===== config.mk =====
export PLATFORM = sky130hd
export DESIGN_NAME = serial_tx
export DESIGN_NICKNAME = d
export VERILOG_FILES = /design/src/rtl/serial_pkg.sv /design/src/rtl/bit_timer.sv /design/src/rtl/serial_tx.sv
export SDC_FILE = /design/constraint.sdc
export NUM_CORES = 1
export LEC_CHECK = 0
export BUFFER_PORTS_ARGS = -buffer_cell sky130_fd_sc_hd__buf_2
export CAP_MARGIN = 20
export CORE_MARGIN = 2
export CORE_UTILIZATION = 50
export DETAILED_ROUTE_END_ITERATION = 12
export GPL_TIMING_DRIVEN = 0
export HOLD_SLACK_MARGIN = 0.1
export PLACE_DENSITY = 0.72
export SETUP_SLACK_MARGIN = 0.02
export SYNTH_ARGS = -nofsm -noshare
export SYNTH_HDL_FRONTEND = slang
export SYNTH_SLANG_ARGS = --single-unit

===== constraint.sdc =====
create_clock -name CLK -period 2.2 [get_ports CLK]
set_input_delay 0.44 -clock CLK [delete_from_list [all_inputs] [get_ports CLK]]
set_output_delay 0.44 -clock CLK [all_outputs]
set_load 0.05 [all_outputs]

===== src/rtl/serial_pkg.sv =====
// Shared definitions for the framed serial link (transmitter now, receiver later).
package serial_pkg;

  // Frame sequencing states.
  typedef enum logic [1:0] {
    S_IDLE  = 2'd0,
    S_START = 2'd1,
    S_DATA  = 2'd2,
    S_STOP  = 2'd3
  } tx_state_e;

  // Line levels for the idle line, the start bit and the stop bit.
  localparam logic LINE_IDLE = 1'b1;
  localparam logic START_LVL = 1'b0;
  localparam logic STOP_LVL  = 1'b1;

  // Counter width able to hold 0..n-1; never narrower than one bit.
  function automatic int cnt_width(input int n);
    if (n > 1) begin
      return $clog2(n);
    end else begin
      return 1;
    end
  endfunction

endpackage


===== src/rtl/bit_timer.sv =====
// Bit period timer: counts DIV clocks per serial bit and flags the last one.
module bit_timer
  import serial_pkg::*;
#(
  parameter int DIV = 4
) (
  input  logic CLK,
  input  logic RST,
  input  logic clr,
  output logic tick,
  output logic tick_next
);

  localparam int            CW   = cnt_width(DIV);
  localparam logic [CW-1:0] LAST = CW'(DIV - 1);

  logic [CW-1:0] cnt_q;
  logic [CW-1:0] cnt_d;

  // Next count: held at zero while cleared, wraps on the last cycle of a bit.
  // tick_next lets the owner register a flag that lines up with tick.
  always_comb begin
    tick = (cnt_q == LAST);
    if (clr) begin
      cnt_d = {CW{1'b0}};
    end else if (tick) begin
      cnt_d = {CW{1'b0}};
    end else begin
      cnt_d = cnt_q + CW'(1);
    end
    tick_next = (cnt_d == LAST);
  end

  // Period counter register.
  always_ff @(posedge CLK or negedge RST) begin
    if (!RST) begin
      cnt_q <= {CW{1'b0}};
    end else begin
      cnt_q <= cnt_d;
    end
  end

endmodule


===== src/rtl/serial_tx.sv =====
// Parallel-in serial-out framed transmitter: start bit, WIDTH data bits LSB
// first, stop bit, every bit held DIV clocks. All outputs are registered and
// are computed from the next state so they change on the same edge as it.
module serial_tx
  import serial_pkg::*;
#(
  parameter int WIDTH = 8,
  parameter int DIV   = 4
) (
  input  logic             CLK,
  input  logic             RST,
  input  logic [WIDTH-1:0] DATA,
  input  logic             LOAD,
  output logic             READY,
  output logic             SOUT,
  output logic             BUSY,
  output logic             DONE
);

  localparam int            BW       = cnt_width(WIDTH);
  localparam logic [BW-1:0] LAST_BIT = BW'(WIDTH - 1);

  tx_state_e        state_q;
  tx_state_e        state_d;
  logic [WIDTH-1:0] shift_q;
  logic [WIDTH-1:0] shift_d;
  logic [BW-1:0]    bit_idx_q;
  logic [BW-1:0]    bit_idx_d;
  logic             sout_q;
  logic             sout_d;
  logic             ready_q;
  logic             ready_d;
  logic             busy_q;
  logic             busy_d;
  logic             done_q;
  logic             done_d;
  logic             tick;
  logic             tick_next;
  logic             timer_clr;

  // The timer sits at zero while idle so a frame always starts on a full period.
  assign timer_clr = (state_q == S_IDLE);

  bit_timer #(
    .DIV (DIV)
  ) u_bit_timer (
    .CLK       (CLK),
    .RST       (RST),
    .clr       (timer_clr),
    .tick      (tick),
    .tick_next (tick_next)
  );

  // Frame sequencing, shifting and bit indexing.
  always_comb begin
    state_d   = state_q;
    shift_d   = shift_q;
    bit_idx_d = bit_idx_q;
    case (state_q)
      S_IDLE: begin
        if (LOAD) begin
          state_d   = S_START;
          shift_d   = DATA;
          bit_idx_d = {BW{1'b0}};
        end else begin
          state_d = S_IDLE;
        end
      end
      S_START: begin
        if (tick) begin
          state_d   = S_DATA;
          bit_idx_d = {BW{1'b0}};
        end else begin
          state_d = S_START;
        end
      end
      S_DATA: begin
        if (tick) begin
          shift_d = shift_q >> 1;
          if (bit_idx_q == LAST_BIT) begin
            state_d   = S_STOP;
            bit_idx_d = {BW{1'b0}};
          end else begin
            bit_idx_d = bit_idx_q + BW'(1);
          end
        end else begin
          state_d = S_DATA;
        end
      end
      S_STOP: begin
        if (tick) begin
          state_d = S_IDLE;
        end else begin
          state_d = S_STOP;
        end
      end
      default: begin
        state_d   = S_IDLE;
        shift_d   = {WIDTH{1'b0}};
        bit_idx_d = {BW{1'b0}};
      end
    endcase
  end

  // Output values for the coming cycle, derived from the state being entered.
  always_comb begin
    case (state_d)
      S_IDLE:  sout_d = LINE_IDLE;
      S_START: sout_d = START_LVL;
      S_DATA:  sout_d = shift_d[0];
      S_STOP:  sout_d = STOP_LVL;
      default: sout_d = LINE_IDLE;
    endcase
    ready_d = (state_d == S_IDLE);
    busy_d  = (state_d != S_IDLE);
    done_d  = (state_d == S_STOP) && tick_next;
  end

  // FSM and output registers; reset abandons any frame and idles the line.
  always_ff @(posedge CLK or negedge RST) begin
    if (!RST) begin
      state_q   <= S_IDLE;
      shift_q   <= {WIDTH{1'b0}};
      bit_idx_q <= {BW{1'b0}};
      sout_q    <= LINE_IDLE;
      ready_q   <= 1'b1;
      busy_q    <= 1'b0;
      done_q    <= 1'b0;
    end else begin
      state_q   <= state_d;
      shift_q   <= shift_d;
      bit_idx_q <= bit_idx_d;
      sout_q    <= sout_d;
      ready_q   <= ready_d;
      busy_q    <= busy_d;
      done_q    <= done_d;
    end
  end

  assign SOUT  = sout_q;
  assign READY = ready_q;
  assign BUSY  = busy_q;
  assign DONE  = done_q;

endmodule


==> flow_metrics.tcl, run 1 <==
set metrics [dict create \
    worstMarginPinSlew_ps 400 \
    clkSinkCount 19 \
    cts_resized 0 \
    place.gp.congestion 0.707 \
    path_common_cell "ha_1" \
    syn_avg_cell_area_sq_um 12.1 \
    clockBufferDepth 2 \
    clock_latency_ps 290 \
    p_int_uw 866 \
    cp_slowest_cell "dfrtp_1" \
    critPathLaunchType "flop" \
    start_util_pct 54.3 \
    num_io_pins 15 \
    antenna_found_initial 0 \
    hp-class "input pin to flop" \
    crit_fanout 3 \
    tns_ps 0 \
    syn-num-nets 96 \
    cts-htree-levels 1 \
    grt_usage_pct 17.4 \
    max_cap_viol_count 0 \
    syn_area_sq_um 947 \
    synth_cell_types 30 \
    num_rows 15 \
    grt_pass1_wl_um 2590 \
    antenna_left 0 \
    relSlewSlack_pct 73.1 \
    setup_viol 0 \
    fin_skew_ps 5.60 \
    grt_pass1_vias 589 \
    die_w_um 47.5 \
    drt_iter0_drc 14 \
    holdWs_ps 394 \
    hold_viol 0 \
    die_area_sq_um 2260 \
    netlist_instances 78 \
    wl_per_cell_um 13.2 \
    clkSlewWorstSetupHoldPaths_ps 100 \
    power_frac_comb_pct 48.1 \
    synth_seq_cells 19 \
    powerDensity_nw_per_um2 1340 \
    critical_path_arrival_ps 2180 \
    status "completed" \
    design.core.area_sq_um 1750 \
    switching_power_uw 583 \
    first_pass_iters 4 \
    drt_wl_total_um 1610 \
    path_cells "ha_1 -> ha_1 -> and3_2 -> a21oi_1 -> o21ai_0 -> ha_1 -> inv_1 -> nand2_1 -> o221ai_1" \
    p_clk_share_pct 11.8 \
    io_buffers 14 \
    synth_warnings 0 \
    critPathMaxStageDelay_ps 410 \
    vdd_drop_max_mv 0.735 \
    seqPwrFrac_pct 40.0 \
    worstPathRequired_ps 2410 \
    drc 0 \
    area_growth_pct 14.5 \
    cts_buffers 3 \
    crit_type "flop to flop" \
    vias 658 \
    period_share_pct 89.3 \
    cts_tree "built" \
    hpwl_um 1210 \
    swShare_pct 40.2 \
    drv_slew 0 \
    cts-root-buf "clkbuf_4" \
    fmax_mhz 509 \
    grt_max_degree 20 \
    grt_overflow_total 0 \
    dieHeight_um 47.5 \
    viasPerCell 5.39 \
    nets 116 \
    min_period_ps 1970 \
    critPathCaptureType "flop" \
    yosysSeqAreaShare_pct 50.5 \
    grt_setup_unrepaired "no" \
    drive_above_1_share_pct 27.8 \
    antenna_cells 0 \
    p_leak_nw 0.551 \
]
==> metrics by stage <==
stage | std cells | worst slack (ps) | total power [mW] | area, sq um | util [%]
finish | 122 | 235 | 1.45 | 1080 | 62.2
global route | 122 | 101 | 1.57 | 1080 | 62.2
CTS | 122 | 232 | 1.46 | 1080 | 62.2
detailed placement | 117 | 254 | 1.29 | 1050 | 60.1
global placement | 117 | 294 | 1.26 | 1050 | 60.1
floorplan | 78 | 456 | 1.13 | 947 | -
==> worst max-delay path, delay by kind of cell (launching register included) <==
kind | cells | cell delay (ps)
AO/OA/AOI/OAI | 3 | 490
buffers and inverters | 1 | 70
adder cells (fa/ha/maj) | 3 | 670
flip-flops | 1 | 410
AND/OR/NAND/NOR | 2 | 240
==> cells by family after synthesis <==
group                      share of synthesized area (%)
AOI/OAI and AO/OA                                   18.5
xor gates and xnor gates                           0.925
adders and majority gates                           9.25
buffers and inverters                               5.68
DFF                                                 50.5
and+or+nand+nor                                     15.2
==> power by group through the flow <==
stage	registers (mW)	clock network [mW]	logic (mW)
floorplan	0.671	0	0.462
detailed placement	0.589	0	0.698
global route	0.596	0.200	0.777
global placement	0.581	0	0.676
finish	0.580	0.172	0.697
CTS	0.581	0.177	0.703
==> placed cells by master, fill, tap and decap left out, drive strengths merged, types with 2 or more instances in the layout <==
cell	instances
buf	18
dfrtp	17
and3	8
ha	7
a221o	6
inv	4
clkbuf	4
nor2b	3
nand2	3
a22o	3
nor2	3
dfstp	2
o21ai	2
and3b	2
a21oi	2
==> timing repair <==
item | CTS | global route
setup buffers | 0 | 0
hold buffers | 1 | 0
hold endpoints to repair | 17 | 0
==> cells in the mapped netlist, drive strengths merged <==
master	number	area, sq um
nor2b	3	18.8
a22o	3	26.3
nor3b	1	7.51
o21a	1	7.51
inv	4	15.0
nor2	3	13.8
ha	7	87.6
a21oi	2	21.3
a32o	1	10.0
o221ai	1	8.76
dfrtp	17	425
o211ai	1	7.51
nor3	1	5.00
dfstp	2	52.6
and2	1	6.26
nand2	3	11.3
nand2b	1	6.26
or3	1	6.26
a311oi	1	15.0
buf	4	38.8
a221o	6	60.1
o21ai	2	10.0
o2111ai	1	8.76
xnor2	1	8.76
and3	8	51.3
and3b	2	17.5
==> final cells by class <==
type,count,area [sq um]
fill,142,661
sequential,19,478
multi-input combinational,51,415
timing repair buffer,15,80.1
buffer,4,38.8
tap,25,31.3
clock buffer,4,26.3
inverter,4,15.0
==> state kept, by name, summed over array words and instances, names as in the netlist <==
name	flops
state_q	2
DONE	1
shift_q	8
bit_idx_q	3
READY	1
SOUT	1
u_bit_timer.cnt_q	2
BUSY	1
==> path summary, 6_finish.rpt <==
path | start | endpoint | slack (ps) | cells past startpoint
min in group asynchronous | RST | shift_q[0] | 600 | 2
hold reg to reg | u_bit_timer.cnt_q[0] | u_bit_timer.cnt_q[0] | 480 | 1
setup reg to reg | bit_idx_q[0] | SOUT | 230 | 9
max in group asynchronous | RST | SOUT | 1280 | 2
setup / recovery | bit_idx_q[0] | SOUT | 230 | 9
hold / removal | DATA[7] | shift_q[7] | 390 | 2
==> layer usage <==
metal	track usage (%)	routed length, um
met5	0	0
met4	10.0	36
met3	4.53	53
met2	28.1	758
met1	21.0	763
Power figures use the tool's default switching activity.
==> run 2, diff against run 1 <==
==> constraint.sdc (replaced) <==
create_clock -name CLK -period 2.2 [get_ports CLK]
set_input_delay 0.11 -clock CLK [delete_from_list [all_inputs] [get_ports CLK]]
set_output_delay 0.11 -clock CLK [all_outputs]
set_load 0.05 [all_outputs]
==> flow_metrics.tcl, run 2 (synthesis results as in run 1) <==
set metrics [dict create \
    hpwl_um 1210 \
    wl_per_cell_um 13.1 \
    fin_skew_ps 5.27 \
    num_io_pins 15 \
    grt_pass1_vias 601 \
    fmax_mhz 509 \
    worstPathRequired_ps 2410 \
    crit_fanout 3 \
    critical_path_arrival_ps 2180 \
    area_growth_pct 16.6 \
    io_buffers 14 \
    antenna_left 0 \
    final_common_cell "dfrtp_1" \
    status "completed" \
    grt_setup_unrepaired "no" \
    critPathCaptureType "flop" \
    place.gp.congestion 0.707 \
    viasPerCell 5.39 \
    relSlewSlack_pct 73.1 \
    place_inst 117 \
    tns_ps 0 \
    powerDensity_nw_per_um2 1310 \
    design.core.area_sq_um 1750 \
    r2r_start "bit_idx_q[0]" \
    antenna_cells 0 \
    drv_slew 0 \
    antenna_found_initial 0 \
    reg2reg_to "SOUT" \
    grt_max_degree 20 \
    hold_viol 0 \
    p_leak_nw 0.559 \
    die_w_um 47.5 \
    period_share_pct 89.4 \
    final_cell_area_sq_um 1100 \
    clock_latency_ps 290 \
    dpl_cell_area_sq_um 1050 \
    setup_viol 0 \
    max_cap_viol_count 0 \
    grt_usage_pct 17.6 \
    clockBufferDepth 2 \
    worstMarginPinSlew_ps 400 \
    min_period_ps 1970 \
    vdd_drop_max_mv 0.735 \
    crit_type "flop to flop" \
    drive_above_1_share_pct 27.3 \
    largest_reg_flops 8 \
    drc 0 \
    start_util_pct 54.3 \
    drt_wl_total_um 1620 \
    reg_top3 "shift_q: 8 flops, bit_idx_q: 3 flops" \
    setup.worst_path.start "bit_idx_q[0]" \
    dieHeight_um 47.5 \
    fin_cells 124 \
    cts_buffers 3 \
    grt_pass1_wl_um 2620 \
    critical_path.endpoint "SOUT" \
    cts-htree-levels 1 \
    cts_resized 0 \
    hp-class "input pin to flop" \
    hp-start "DATA[2]" \
    vias 668 \
    holdWs_ps 145 \
    die_area_sq_um 2260 \
    critPathLaunchType "flop" \
    ff2ff_setup_slack_ps 230 \
    final_util_pct 63.3 \
    nets 118 \
    first_pass_iters 3 \
    drt_iter0_drc 14 \
    clkSinkCount 19 \
    cts_tree "built" \
    reg2reg_depth 9 \
    holdBufCountCts 3 \
    num_rows 15 \
    cts-root-buf "clkbuf_4" \
    grt_overflow_total 0 \
    cts_setup_buffers 0 \
    final_cell_mix "dfrtp_1 (17), buf_2 (15), and3_1 (7), ha_1 (7), a221o_1 (6)" \
    top_register "shift_q" \
    clkSlewWorstSetupHoldPaths_ps 100 \
]
## run 2: changes by cell type in the layout (fill, tap and decap cells not counted), sizes merged
cell         previous run  this run
dlygate4sd3             1         3
## run 2: through the flow
stage | setup slack (ps) | power [mW]
floorplan | 456 | 1.13
global placement | 294 | 1.26
detailed placement | 254 | 1.29
CTS | 232 | 1.46
global route | 101 | 1.58
finish | 234 | 1.45
## run 2: final cells by class
| cell class | count | area [sq um] |
|---|---|---|
| buffer | 4 | 38.8 |
| clock buffer | 4 | 26.3 |
| fill | 141 | 641 |
| inverter | 4 | 15.0 |
| sequential | 19 | 478 |
| timing repair buffer | 17 | 100 |
| multi-input combinational | 51 | 415 |
| tap | 25 | 31.3 |
## run 2: worst min-delay path by stage
| stage | cells past startpoint | endpoint | slack, ps |
|---|---|---|---|
| after floorplan | 0 | BUSY | -190 |
| after global placement | 1 | BUSY | 60 |
| after detailed placement | 1 | BUSY | 70 |
| after CTS | 3 | shift_q[1] | 140 |
| after global routing | 3 | shift_q[1] | 130 |
| final | 3 | shift_q[2] | 140 |
## run 2: metal layers
metal	vias to the layer above	part of all wire [%]	track usage, %
met5	-	0	0
met4	0	2.2	10.0
met3	5	3.1	4.53
met2	12	48	28.6
met1	318	47	21.0
li1	333	-	-
## run 2: worst max-delay path, stage by stage (launching register included)
cell,delay [ps]
dfrtp_1,410
ha_1,210
ha_1,190
and3_2,190
a21oi_1,150
o21ai_0,180
ha_1,270
inv_1,70
nand2_1,50
o221ai_1,160
## run 2: power by group
group	switching (mW)	internal, mW
Clock	0.101	0.0706
Combinational	0.404	0.296
Sequential	0.0790	0.502
